**src/rtl/frb_bram_writer.sv**
```systemverilog
// frb_bram_writer: decimating valid/ready sample stream to sequential BRAM table writer.
// Rev 1.0
`default_nettype none

module frb_bram_writer #(
   parameter int ADDR_SIZE  = 8,
   parameter int DATA_WIDTH = 32
) (
   input  logic                  clk,
   input  logic                  rst_n,
   input  logic                  arm,
   input  logic                  abort,
   input  logic [31:0]           decimate,
   input  logic [DATA_WIDTH-1:0] din,
   input  logic                  din_valid,
   output logic                  din_ready,
   output logic [ADDR_SIZE-1:0]  bram_addr,
   output logic [DATA_WIDTH-1:0] bram_din,
   output logic                  bram_we,
   output logic                  busy,
   output logic                  done
);

   typedef enum logic [1:0] {
      IDLE = 2'd0,
      FILL = 2'd1,
      FULL = 2'd2
   } state_t;

   localparam logic [ADDR_SIZE-1:0] LAST_ADDR = '1;

   state_t                state_q, state_d;
   logic [ADDR_SIZE-1:0]  wr_ptr_q, wr_ptr_d;
   logic [31:0]           dec_cnt_q, dec_cnt_d;
   logic [31:0]           dec_lat_q, dec_lat_d;
   logic [ADDR_SIZE-1:0]  bram_addr_q, bram_addr_d;
   logic [DATA_WIDTH-1:0] bram_din_q, bram_din_d;
   logic                  bram_we_q, bram_we_d;
   logic                  done_q, done_d;
   logic                  accept;

   assign din_ready = (state_q == FILL);
   assign busy      = (state_q == FILL);
   assign accept    = din_valid && din_ready;

   always_comb begin
      state_d     = state_q;
      wr_ptr_d    = wr_ptr_q;
      dec_cnt_d   = dec_cnt_q;
      dec_lat_d   = dec_lat_q;
      bram_addr_d = bram_addr_q;
      bram_din_d  = bram_din_q;
      bram_we_d   = 1'b0;
      done_d      = done_q;

      case (state_q)
         IDLE, FULL: begin
            if (arm) begin
               dec_lat_d = (decimate == 32'd0) ? 32'd1 : decimate;
               wr_ptr_d  = '0;
               dec_cnt_d = '0;
               done_d    = 1'b0;
               state_d   = FILL;
            end
         end
         FILL: begin
            if (accept) begin
               dec_cnt_d = (dec_cnt_q == dec_lat_q - 32'd1) ? 32'd0 : dec_cnt_q + 32'd1;
               if (dec_cnt_q == 32'd0) begin
                  bram_we_d   = 1'b1;
                  bram_addr_d = wr_ptr_q;
                  bram_din_d  = din;
                  wr_ptr_d    = wr_ptr_q + ADDR_SIZE'(1);
                  if (wr_ptr_q == LAST_ADDR) begin
                     state_d = FULL;
                     done_d  = 1'b1;
                  end
               end
            end
            // Abort overrides the FSM but a write captured this cycle still lands.
            if (abort) begin
               state_d   = IDLE;
               done_d    = 1'b0;
               wr_ptr_d  = '0;
               dec_cnt_d = '0;
            end
         end
         default: state_d = IDLE;
      endcase
   end

   always_ff @(posedge clk or negedge rst_n) begin
      if (!rst_n) begin
         state_q     <= IDLE;
         wr_ptr_q    <= '0;
         dec_cnt_q   <= '0;
         dec_lat_q   <= 32'd1;
         bram_addr_q <= '0;
         bram_din_q  <= '0;
         bram_we_q   <= 1'b0;
         done_q      <= 1'b0;
      end else begin
         state_q     <= state_d;
         wr_ptr_q    <= wr_ptr_d;
         dec_cnt_q   <= dec_cnt_d;
         dec_lat_q   <= dec_lat_d;
         bram_addr_q <= bram_addr_d;
         bram_din_q  <= bram_din_d;
         bram_we_q   <= bram_we_d;
         done_q      <= done_d;
      end
   end

   assign bram_addr = bram_addr_q;
   assign bram_din  = bram_din_q;
   assign bram_we   = bram_we_q;
   assign done      = done_q;

endmodule

`default_nettype wire
```
**config.mk**
```make
export PLATFORM = sky130hd
export DESIGN_NAME = frb_bram_writer
export DESIGN_NICKNAME = d
export VERILOG_FILES = /design/src/rtl/frb_bram_writer.sv
export SDC_FILE = /design/constraint.sdc
export NUM_CORES = 1
export LEC_CHECK = 0
export ABC_AREA = 1
export BUFFER_PORTS_ARGS = -buffer_cell sky130_fd_sc_hd__buf_2
export CORE_UTILIZATION = 55
export DETAILED_ROUTE_END_ITERATION = 12
export PLACE_DENSITY = 0.83
export SLEW_MARGIN = 40
export SYNTH_ARGS = -nofsm -noshare
export SYNTH_HDL_FRONTEND = slang
export SYNTH_SLANG_ARGS = --single-unit
```
**constraint.sdc**
```tcl
create_clock -name clk -period 5.8 [get_ports clk]
set_input_delay 0.87 -clock clk [delete_from_list [all_inputs] [get_ports clk]]
set_output_delay 0.87 -clock clk [all_outputs]
set_load 0.05 [all_outputs]
```
==> results of run 1 <==
## where the power goes
part	total (mW)	internal, mW	switching (mW)
clock network	1.04	0.646	0.389
logic	1.44	0.388	1.05
registers	1.19	1.01	0.179
## path summary, 6_finish.rpt
kind	from	end	slack, ns	cells after the start
max in group asynchronous	rst_n	dec_lat_q[0]$_DFFE_PN1P_	4.37	2
worst min-delay path	rst_n	wr_ptr_q[3]$_DFFE_PN0P_	0.44	1
worst min register to register	done$_DFFE_PN0P_	done$_DFFE_PN0P_	0.47	2
worst max register to register	dec_lat_q[0]$_DFFE_PN1P_	dec_cnt_q[31]$_DFFE_PN0P_	3.22	16
min in group clk	done$_DFFE_PN0P_	done$_DFFE_PN0P_	0.47	2
worst max-delay path	dec_lat_q[0]$_DFFE_PN1P_	dec_cnt_q[31]$_DFFE_PN0P_	3.22	16
## cell families (layout without fill, tap and decap cells)
family,count (synthesis),in the layout,synth area share
AOI/OAI and AO/OA,93,93,0.08293
xor gates and xnor gates,60,60,0.07302
adders and majority gates,4,4,0.006954
buffers and inverters,155,270,0.09005
DFF,116,116,0.4035
and+or+nand+nor,559,559,0.3435
## final cells by class
class                      instances  share of cell area
clock buffer                      18             0.05218
tap                              172             0.02557
clock inverter                    14             0.01814
multi-input combinational        716              0.4333
inverter                         121             0.05396
sequential                       116              0.3450
timing repair buffer             117             0.07180
## synth_stat cells (all sizes together)
master | n | area, um^2
clkbuf | 19 | 72.56
xor2 | 41 | 359.1
nor4 | 9 | 56.30
buf | 15 | 121.4
and2 | 2 | 12.52
a21oi | 3 | 18.77
o21bai | 3 | 22.52
nor3b | 1 | 7.510
nand2 | 348 | 1349
or2 | 1 | 6.260
nand3b | 6 | 45.04
nor3 | 22 | 115.1
ha | 4 | 50.05
nand4 | 32 | 200.2
xnor2 | 19 | 166.4
o21ai | 84 | 533.0
clkinv | 3 | 11.26
and3 | 1 | 6.260
nor2 | 101 | 489.2
o31ai | 2 | 15.01
a211oi | 1 | 7.510
dfstp | 1 | 26.28
nand3 | 36 | 185.2
dfrtp | 115 | 2878
inv | 118 | 442.9
## sequential cells by signal, indices dropped and copies added, names as in the netlist
name / count
bram_din: 32
dec_cnt_q: 32
dec_lat_q: 32
bram_addr: 8
wr_ptr_q: 8
state_q: 2
bram_we: 1
done: 1
## routing by layer
layer,vias up,part of all wire
li1,3302,-
met1,2954,0.45
met2,203,0.48
met3,23,0.055
met4,0,0.021
met5,-,0
## critical path, stage by stage, from the launching register on
cell	delay, ns
dfstp_2	0.54
inv_2	0.06
ha_1	0.24
nand2_4	0.14
nor2_2	0.07
nand2_1	0.12
clkinv_1	0.13
nand2_1	0.08
nand2_1	0.05
nand2_1	0.05
nand2_1	0.04
inv_1	0.05
nand2_1	0.07
nor2_2	0.13
nand3_2	0.14
nand2_4	0.43
o21ai_1	0.11
==> out/qor.tcl, run 1 <==
set qor(run_status) {finished, final reports clean}
set qor(pin_count_of_the_biggest_net_entering_global_routing) 78
set qor(synthCells) 987
set qor(syn_nets) 1060
set qor(met3_usage) 0.06487
set qor(yosysSeqAreaShare) 0.4035
set qor(routed_wl_mm) 16.82
set qor(clockBufferDepth) 2
set qor(sequential_area_um2) 2904
set qor(use_met1) 0.3405
set qor(finalMaxSlewViolations) 0
set qor(antenna_found_initial) 0
set qor(detail_route.iter0.violations) 444
set qor(ctsHoldBuffers) 0
set qor(worstSetupPathType) {reg -> reg}
set qor(number_of_sinks_handled_by_clock_tree_synthesis) 116
set qor(cts.htree.levels) 4
set qor(pre_cts_ws_ns) 2.931
set qor(core_region_area_um2) 12670
set qor(rows) 41
set qor(grt_pass1_wl_mm) 28.31
set qor(syn_area_per_cell_um2) 7.292
set qor(crit_path_max_fanout) 31
set qor(busiest_metal_layer_after_global_routing) {met2}
set qor(io-pin-count) 113
set qor(finalCritPeriodShare) 0.4440
set qor(routed_via_density) 5.088
set qor(worstPathRequired_ns) 6.08
set qor(wl_per_cell_um) 13.20
set qor(quantity_of_gates_resized_following_cts) 0
set qor(clock_insertion_delay_worst_skew_ns) 0.42
set qor(tritoncts) {yes}
set qor(remaining_global_route_overflow) 0
set qor(pwr_density_cell_nw_per_um2) 436.0
set qor(die_w_um) 116.4
set qor(clock-root-buffer) {clkbuf_16}
set qor(layout_setup_ws_ns) 3.225
set qor(syn2layout_area_growth_pct) 16.95
set qor(antenna_cells) 0
set qor(gp_routability_congestion) 0.9482
set qor(synth_area_um2) 7197
set qor(die-area_um2) 13550
set qor(synth_warnings) 0
set qor(ys_ff_latch) 116
set qor(finalWorstPathRequiredPeriod_ns) 2.575
set qor(postCtsSetupBuffers) 0
set qor(detailroute.via_count) 6482
set qor(min_delay_worst_type) {in -> async}
set qor(die_height_um) 116.4
set qor(cts_inserted_buffers) 17
set qor(area_occupied_by_multi_input_gates_um2) 3647
set qor(start_kind) {register}
set qor(portBuffers) 112
set qor(static-leakage-power_nw) 4.210
set qor(grt_setup_unrepaired) {false}
set qor(placed_area_um2) 7825
set qor(clock_pin_slew_on_the_worst_setup_and_hold_paths_ns) 0.06
set qor(final_util) 0.6643
set qor(worst_slew_margin_rel) 0.5371
set qor(post-layout-total-power_mw) 3.670
set qor(yosysUniqueCellTypes) 41
set qor(num-nets-final) 1162
set qor(fin_worst_skew_ns) 0.008281
set qor(first_global_vias) 6171
set qor(postRouteAntennaNets) 0
set qor(layout-drive-gt1-share) 0.2078
set qor(first_pass_iters) 5
set qor(start_util) 0.5680
set qor(layout.cells.most_common) {nand2_1}
set qor(timing.final.hold_violations) 0
set qor(final-instance-count-excl-fill) 1274
set qor(cap_violations) 0
set qor(final.hold.worst_slack_ns) 0.4389
set qor(final_area_um2) 8417
set qor(max_slew.worst_pin.slew_ns) 0.6943
set qor(total_of_fill_cells_in_the_finished_design) 1107
set qor(timing.final.setup_violations) 0
set qor(dp_cells) 1242
set qor(globalRouteTotalUtil) 0.2706
set qor(power.ir.vdd_worst_v) 0.0003824
set qor(critPathCaptureType) {register}
set qor(cp.arrival_ns) 2.86
set qor(fin_tns_setup_ns) 0
set qor(global_route.usage.met2) 0.4533
set qor(drc_errors) 0
set qor(layout_common_cells) {nand2_1 (339), dfrtp_1 (115), buf_2 (111)}
set qor(maxClockFrequency_mhz) 388.3
set qor(hpwl_reported_at_the_end_of_detailed_placement_mm) 12.51
(Power assumes the default switching activity.)
==> run 2, diff against run 1 <==
==> constraint.sdc (replaced) <==
create_clock -name clk -period 2.6 [get_ports clk]
set_input_delay 0.39 -clock clk [delete_from_list [all_inputs] [get_ports clk]]
set_output_delay 0.39 -clock clk [all_outputs]
set_load 0.05 [all_outputs]
==> out/qor.tcl, run 2 (synthesized netlist as in run 1, its figures left out) <==
set qor(worst_hold_path.num_cells) 3
set qor(clock_pin_slew_on_the_worst_setup_and_hold_paths_ns) 0.05
set qor(finalCritPeriodShare) 0.8871
set qor(rr_worst_depth) 17
set qor(first_pass_iters) 5
set qor(dr_wl_met2_mm) 8.611
set qor(core_region_area_um2) 12670
set qor(grt_setup_unrepaired) {false}
set qor(fin_tns_setup_ns) 0
set qor(clockBufferDepth) 2
set qor(detailroute.via_count) 6644
set qor(start_kind) {register}
set qor(postRouteAntennaNets) 0
set qor(antenna_cells) 0
set qor(routed_via_density) 5.199
set qor(switching_share_of_power) 0.4440
set qor(run_status) {finished, final reports clean}
set qor(r2r_setup_slack_ns) 0.29
set qor(first_global_vias) 6347
set qor(power.ir.vdd_worst_v) 0.0007066
set qor(route.layer.met1.wl_mm) 7.785
set qor(cp.arrival_ns) 2.59
set qor(die_height_um) 116.4
set qor(cts_inserted_buffers) 17
set qor(drc_errors) 0
set qor(start_util) 0.5680
set qor(p_sw_mw) 3.617
set qor(timing.final.setup_violations) 0
set qor(topRoutingLayerUsed) {met4}
set qor(layout-drive-gt1-share) 0.2080
set qor(cts.htree.levels) 4
set qor(rows) 41
set qor(antenna_found_initial) 0
set qor(worstPathRequired_ns) 2.89
set qor(ctsHoldBuffers) 1
set qor(cap_violations) 0
set qor(p_seq_frac) 0.327
set qor(tritoncts) {yes}
set qor(die-area_um2) 13550
set qor(worst_slew_margin_rel) 0.5971
set qor(routed_wl_mm) 17.94
set qor(min_delay_worst_type) {in -> reg}
set qor(clock_insertion_delay_worst_skew_ns) 0.41
set qor(timing.final.hold_violations) 0
set qor(final_util) 0.6666
set qor(postCtsSetupBuffers) 0
set qor(layout_common_cells) {nand2_1 (339), dfrtp_1 (115), buf_2 (111)}
set qor(maxClockFrequency_mhz) 433.6
set qor(portBuffers) 112
set qor(pin_count_of_the_biggest_net_entering_global_routing) 48
set qor(finalMaxSlewViolations) 0
set qor(internal-power_mw) 4.530
set qor(num-nets-final) 1168
set qor(static-leakage-power_nw) 4.228
set qor(dr_wl_met3_mm) 1.185
set qor(final-instance-count-excl-fill) 1278
set qor(crit_path_max_fanout) 13
set qor(io-pin-count) 113
set qor(globalRouteTotalUtil) 0.2904
set qor(fin_worst_skew_ns) 0.008368
set qor(hpwl_reported_at_the_end_of_detailed_placement_mm) 13.42
set qor(clockPowerShare) 0.267
set qor(gp_routability_congestion) 0.9310
set qor(critPathCaptureType) {register}
set qor(clock-root-buffer) {clkbuf_16}
set qor(layout.cells.most_common) {nand2_1}
set qor(worstSetupPathType) {reg -> reg}
set qor(pwr_density_cell_nw_per_um2) 964.6
set qor(remaining_global_route_overflow) 0
set qor(dp_cells) 1247
set qor(detail_route.iter0.violations) 531
set qor(finalWorstPathRequiredPeriod_ns) 2.306
set qor(syn2layout_area_growth_pct) 17.37
set qor(wl_per_cell_um) 14.03
set qor(post-layout-total-power_mw) 8.148
set qor(number_of_sinks_handled_by_clock_tree_synthesis) 116
set qor(quantity_of_gates_resized_following_cts) 0
set qor(max_slew.worst_pin.slew_ns) 0.6044
set qor(pwr-share-comb) 0.406
set qor(grt_pass1_wl_mm) 30.00
set qor(die_w_um) 116.4
run 2: cell types whose count changed in the layout (fill, tap and decap cells not counted), sizes merged:
| cell | delta |
|---|---|
| dlygate4sd3 | +1 |
| clkbuf | +4 |
| bufinv | -1 |
| clkinv | -2 |
| inv | -3 |
| buf | +5 |
run 2: per-stage QoR:
step | setup WS [ns] | hold WS, ns | cell area, um^2
floorplan | 0.5567 | 0.09441 | 7197
global placement | 0.3741 | 0.4352 | 7884
detailed placement | 0.3258 | 0.4382 | 7884
CTS | 0.2806 | 0.1552 | 8447
global route | 0.08621 | 0.1607 | 8447
finish | 0.2936 | 0.1667 | 8447
run 2: final timing paths:
check	from	endpoint
max	dec_lat_q[0]$_DFFE_PN1P_	dec_cnt_q[17]$_DFFE_PN0P_
min in group asynchronous	rst_n	bram_din[7]$_DFFE_PN0P_
max reg2reg	dec_lat_q[0]$_DFFE_PN1P_	dec_cnt_q[17]$_DFFE_PN0P_
min reg2reg	bram_din[25]$_DFFE_PN0P_	bram_din[25]$_DFFE_PN0P_
max in group asynchronous	rst_n	dec_cnt_q[15]$_DFFE_PN0P_
min	din[0]	bram_din[0]$_DFFE_PN0P_
run 2: power by group through the flow:
stage	logic, mW	registers [mW]	clock network, mW
after global placement	3.23	2.66	0
final	3.31	2.66	2.18
after floorplan	1.62	3.52	0
after CTS	3.31	2.65	2.22
after detailed placement	3.30	2.65	0
after global routing	3.63	2.72	2.30
run 2: layout make-up:
cell class                 count  area [um^2]
sequential                   116         2904
multi-input combinational    716         3647
clock buffer                  22        474.2
inverter                     121        454.2
clock inverter                 8        78.83
tap                          172        215.2
timing repair buffer         123        673.1
fill                        1108         4224
run 2: layer usage:
layer  vias to the layer above  track usage
met5                         -            0
met4                         0       0.1009
met3                        28      0.06850
met2                       249       0.4761
met1                      3053       0.3771
li1                       3314            -
run 2: critical path: stages (launching register included):
cell and delay, ns:
dfstp_2 0.53, inv_2 0.06, ha_1 0.25, nand2_4 0.14, nor2_2 0.07, nand2_1 0.12
clkinv_1 0.11, nand2_1 0.08, nand2_1 0.05, nand2_1 0.05, nand2_1 0.04, inv_1 0.04
nand2_1 0.05, nor2_2 0.09, nand3_2 0.11, nand2_4 0.09, buf_4 0.24, o21ai_2 0.07
